File: config.mk
export PLATFORM = sky130hd
export DESIGN_NAME = fetch_unit
export DESIGN_NICKNAME = d
export VERILOG_FILES = /design/src/rtl/fetch_unit.sv
export SDC_FILE = /design/constraint.sdc
export NUM_CORES = 1
export LEC_CHECK = 0
export ABC_AREA = 1
export BUFFER_PORTS_ARGS = -buffer_cell sky130_fd_sc_hd__buf_4
export CAP_MARGIN = 25
export CORE_ASPECT_RATIO = 0.75
export CORE_MARGIN = 1
export CORE_UTILIZATION = 30
export DETAILED_ROUTE_END_ITERATION = 16
export PLACE_DENSITY_LB_ADDON = 0.2
export SETUP_SLACK_MARGIN = 0.02
export SLEW_MARGIN = 20
export SYNTH_ARGS = -nofsm -noshare
export SYNTH_HDL_FRONTEND = slang
export SYNTH_SLANG_ARGS = --single-unit
File: constraint.sdc
create_clock -name clk -period 2.1 [get_ports clk]
set_input_delay 0.105 -clock clk [delete_from_list [all_inputs] [get_ports clk]]
set_output_delay 0.105 -clock clk [all_outputs]
set_load 0.02 [all_outputs]
File: src/rtl/fetch_unit.sv
// Instruction fetch stage: PC sequencing, single-outstanding imem request tracking,
// and the IF/ID register that feeds decode (bubbles are NOP_INSTR with valid_out=0).
module fetch_unit #(
    parameter logic [31:0] RESET_PC  = 32'h0000_0000,
    parameter logic [31:0] NOP_INSTR = 32'h0000_0013
) (
    input  logic        clk,
    input  logic        rst,
    input  logic [1:0]  fetch_sel,
    input  logic        nop_in,
    input  logic [31:0] branch_target,
    output logic        imem_req,
    output logic [31:0] imem_addr,
    input  logic [31:0] imem_rdata,
    input  logic        imem_valid,
    output logic [31:0] instr_out,
    output logic [31:0] pc_out,
    output logic        valid_out,
    output logic [6:0]  opcode_out
);

    localparam logic [1:0] FETCH_SEL_PC     = 2'b00;
    localparam logic [1:0] FETCH_SEL_BRANCH = 2'b10;

    typedef enum logic [1:0] {
        IDLE = 2'b00,
        WAIT = 2'b01,
        KILL = 2'b10
    } state_t;

    state_t      state;
    state_t      state_next;
    logic [29:0] pc_word;
    logic [29:0] pc_next;
    logic        deliver;
    logic        sel_pc;
    logic        sel_branch;
    logic        unused_bt_lsbs;

    // PC is kept word-aligned by construction, so the low target bits never matter.
    assign unused_bt_lsbs = ^branch_target[1:0];

    assign sel_pc     = (fetch_sel == FETCH_SEL_PC);
    assign sel_branch = (fetch_sel == FETCH_SEL_BRANCH);
    assign imem_req   = (state == IDLE) && sel_pc && !rst;
    assign imem_addr  = {pc_word, 2'b00};
    assign opcode_out = instr_out[6:0];

    always_comb begin
        state_next = state;
        pc_next    = pc_word;
        deliver    = 1'b0;
        case (state)
            IDLE: begin
                if (sel_pc) begin
                    state_next = WAIT;
                end else if (sel_branch) begin
                    pc_next = branch_target[31:2];
                end
            end
            WAIT: begin
                if (sel_branch) begin
                    pc_next    = branch_target[31:2];
                    state_next = imem_valid ? IDLE : KILL;
                end else if (imem_valid) begin
                    pc_next    = pc_word + 30'd1;
                    state_next = IDLE;
                    deliver    = 1'b1;
                end
            end
            KILL: begin
                if (sel_branch) begin
                    pc_next = branch_target[31:2];
                end
                if (imem_valid) begin
                    state_next = IDLE;
                end
            end
            default: begin
                state_next = IDLE;
            end
        endcase
    end

    always_ff @(posedge clk) begin
        if (rst) begin
            state     <= IDLE;
            pc_word   <= RESET_PC[31:2];
            instr_out <= NOP_INSTR;
            pc_out    <= 32'h0000_0000;
            valid_out <= 1'b0;
        end else begin
            state   <= state_next;
            pc_word <= pc_next;
            // A squashed word still advances the PC but leaves pc_out on the last real instruction.
            if (deliver && !nop_in) begin
                instr_out <= imem_rdata;
                pc_out    <= {pc_word, 2'b00};
                valid_out <= 1'b1;
            end else begin
                instr_out <= NOP_INSTR;
                valid_out <= 1'b0;
            end
        end
    end

endmodule

==> results.json <==
{
  "criticalPathCategory": "reg2reg",
  "grt_pass1_wl_um": 22400,
  "cp_common_cell": "nand2_1",
  "num_antenna_cells": 0,
  "worstPathCellList": "ha_1, inv_1, nor2_1, nand2_1, nor2_1, nand3_1, nand2_1, nand2_1, nand2_1, a21oi_1",
  "cts_tree": "done",
  "grt_max_degree": 35,
  "cp.arrival_ps": 2010,
  "root_buffer": "clkbuf_16",
  "cts_buffers": 9,
  "cp-startpoint": "pc_word[1]$_SDFFE_PP0P_",
  "finalSetupViolCount": 0,
  "async_flop_share_pct": 0,
  "drt_iter0_markers": 305,
  "period_share_pct": 85.0,
  "nNetsFinal": 928,
  "ios": 175,
  "dp_slack_ps": 354,
  "rsz0062_at_grt": "false",
  "grt_pass1_vias": 4185,
  "drive_gt1_share_pct": 24.8,
  "row_count": 37,
  "layout_common_cells": "196 x nand2_1, 181 x buf_4, 124 x nor2_1",
  "cts_max_level": 3,
  "holdCritPathClass": "in2reg",
  "gp_congestion": 0.844,
  "r2r_setup_slack_ps": 320,
  "crit_path_end": "pc_word[20]$_SDFFE_PP0P_",
  "wire_per_inst_um": 13.6,
  "synth.top_cell.area_share_pct": 43.3,
  "die_h_um": 107,
  "hold_violations": 0,
  "clkTransAtPathRegs_ps": 70,
  "ctsResizeCount": 0,
  "multiInputGateArea_um2": 2070,
  "fin_worst_skew_ps": 7.92,
  "slowest_delay_ps": 430,
  "reg2reg_depth": 10,
  "antenna_found_initial": 0,
  "synth_cell_types": 34,
  "cts_sinks": 95,
  "end_kind": "register",
  "max_cap_viol_count": 0,
  "synthTopCellsByArea": "dfxtp_1 43%, nand2_1 17%, nor2_1 11%",
  "die_x_um": 142,
  "synth_flop_cell": "dfxtp_1",
  "synth_largest_area_cell": "dfxtp_1",
  "synth_seq_area_share_pct": 43.3,
  "clk_path_buf_depth": 2,
  "route.detailed.drc": 0,
  "overflow": 0,
  "slew_headroom_pct": 64.5,
  "worstHoldStart": "branch_target[3]",
  "drt_pass1_iterations": 6,
  "yosys_warnings": 0,
  "synthCells": 667,
  "power_density_nw_per_um2": 670,
  "timing.rr.start": "pc_word[1]$_SDFFE_PP0P_",
  "cts_hold_buffers": 34,
  "antenna_left": 0,
  "die_area_um2": 15100,
  "vias": 4700,
  "p_leak_nw": 2.78,
  "portBuffers": 168,
  "final_common_cell": "nand2_1",
  "worst_slew_pin_slew_ps": 531,
  "clock_latency_ps": 360,
  "hpwlAfterDp_um": 10500,
  "slew_viol_final": 0,
  "coreArea_um2": 14000,
  "reg2reg_to": "pc_word[20]$_SDFFE_PP0P_",
  "critPathLaunchType": "register",
  "fin_crit_ps": 1780,
  "start_util_pct": 31.3,
  "netlist_area_um2": 4400,
  "synth_seq_cells": 95,
  "fillerInstances": 1495,
  "grt.total_usage_pct": 19.2,
  "tns_ps": 0,
  "register_area_um2": 1900,
  "outcome": "completed",
  "wl_um": 14400,
  "viasPerCell": 4.45,
  "cts_post_setup_buffers_inserted": 0,
  "critPathMaxFanout": 6,
  "syn_area_per_cell_um2": 6.59,
  "slowest_stage": "dfxtp_1",
  "cp.required_ps": 2330,
  "area_growth_pct": 47.4,
  "timing.fmax_mhz": 560,
  "fin_ws_ps": 315,
  "ir_worst_vdd_v": 0.000310,
  "synth_enable_flop_cells": 0
}
-- cell type report --
class | count | share of cell area, %
Clock buffer | 9 | 3.48
Clock inverter | 7 | 1.58
Inverter | 58 | 3.36
Multi-Input combinational cell | 477 | 31.9
Sequential cell | 95 | 29.4
Tap cell | 195 | 3.77
Timing Repair Buffer | 216 | 26.5
-- state kept, by name, indices dropped and copies added, names as in the netlist --
name and count:
state 2, valid_out 1, pc_word 30, pc_out 30, instr_out 32
-- worst max-delay path, delay by kind of cell (launching register included) --
kind                     cells  cell delay (ps)
AND/OR/NAND/NOR              7              780
flip-flops                   1              430
adder cells (fa/ha/maj)      1              280
buffers and inverters        1              110
AO/OA/AOI/OAI                1               50
-- metal layers --
metal,GRT usage [%],vias to the layer above,routed length [um]
met5,0,-,0
met4,5.07,0,125
met3,4.42,11,1100
met2,27.0,166,5810
met1,28.8,2066,7320
li1,-,2457,-
-- per-stage QoR --
step	instance area (um2)	power (mW)	cells	util, %	hold WS [ps]
after floorplan	4410	2.27	670	-	197
after global placement	5810	2.56	1007	41.4	288
after detailed placement	5810	2.55	1007	41.4	290
after CTS	6480	4.39	1057	46.2	11.8
after global routing	6480	4.55	1057	46.2	19.2
final	6480	4.34	1057	46.2	23.2
-- report_power, final --
part	switching [mW]	internal, mW
Clock	0.810	0.967
Sequential	0.104	1.85
Combinational	0.318	0.290
Total	1.23	3.11
-- logic make-up (layout without fill, tap and decap cells) --
group / Yosys count / count (layout) / synth area share, %
flip-flops: 95 / 95 / 43.3
other: 1 / 4 / 0.0853
AO/OA/AOI/OAI: 85 / 85 / 10.3
adder cells (fa/ha/maj): 1 / 1 / 0.285
XOR/XNOR: 2 / 2 / 0.399
buffers and inverters: 98 / 290 / 9.96
AND/OR/NAND/NOR: 385 / 385 / 35.7
-- synth_stat cells (2+ instances only) --
cell,count
nand2_1,196
nor2_1,124
dfxtp_1,95
a21oi_1,61
inv_1,53
nand3_1,39
buf_2,17
buf_4,11
o21ai_0,11
clkbuf_1,7
nor2_2,5
buf_1,4
inv_2,4
nand2_2,4
nand4_1,4
nor3_1,3
o21bai_1,3
or2_0,3
or2_1,3
a211oi_1,2
o21a_1,2
o21ai_1,2
or2_2,2
xnor2_1,2
-- worst min-delay path by stage --
stage	endpoint	slack, ps	cells past startpoint
floorplan	state[1]$_SDFFE_PP0P_	200	1
global placement	instr_out[0]$_SDFF_PP1_	290	2
detailed placement	instr_out[0]$_SDFF_PP1_	290	2
CTS	pc_word[1]$_SDFFE_PP0P_	10	3
global route	pc_word[1]$_SDFFE_PP0P_	20	3
finish	pc_word[1]$_SDFFE_PP0P_	20	3
Note: power is estimated with default switching activity, not from simulation.
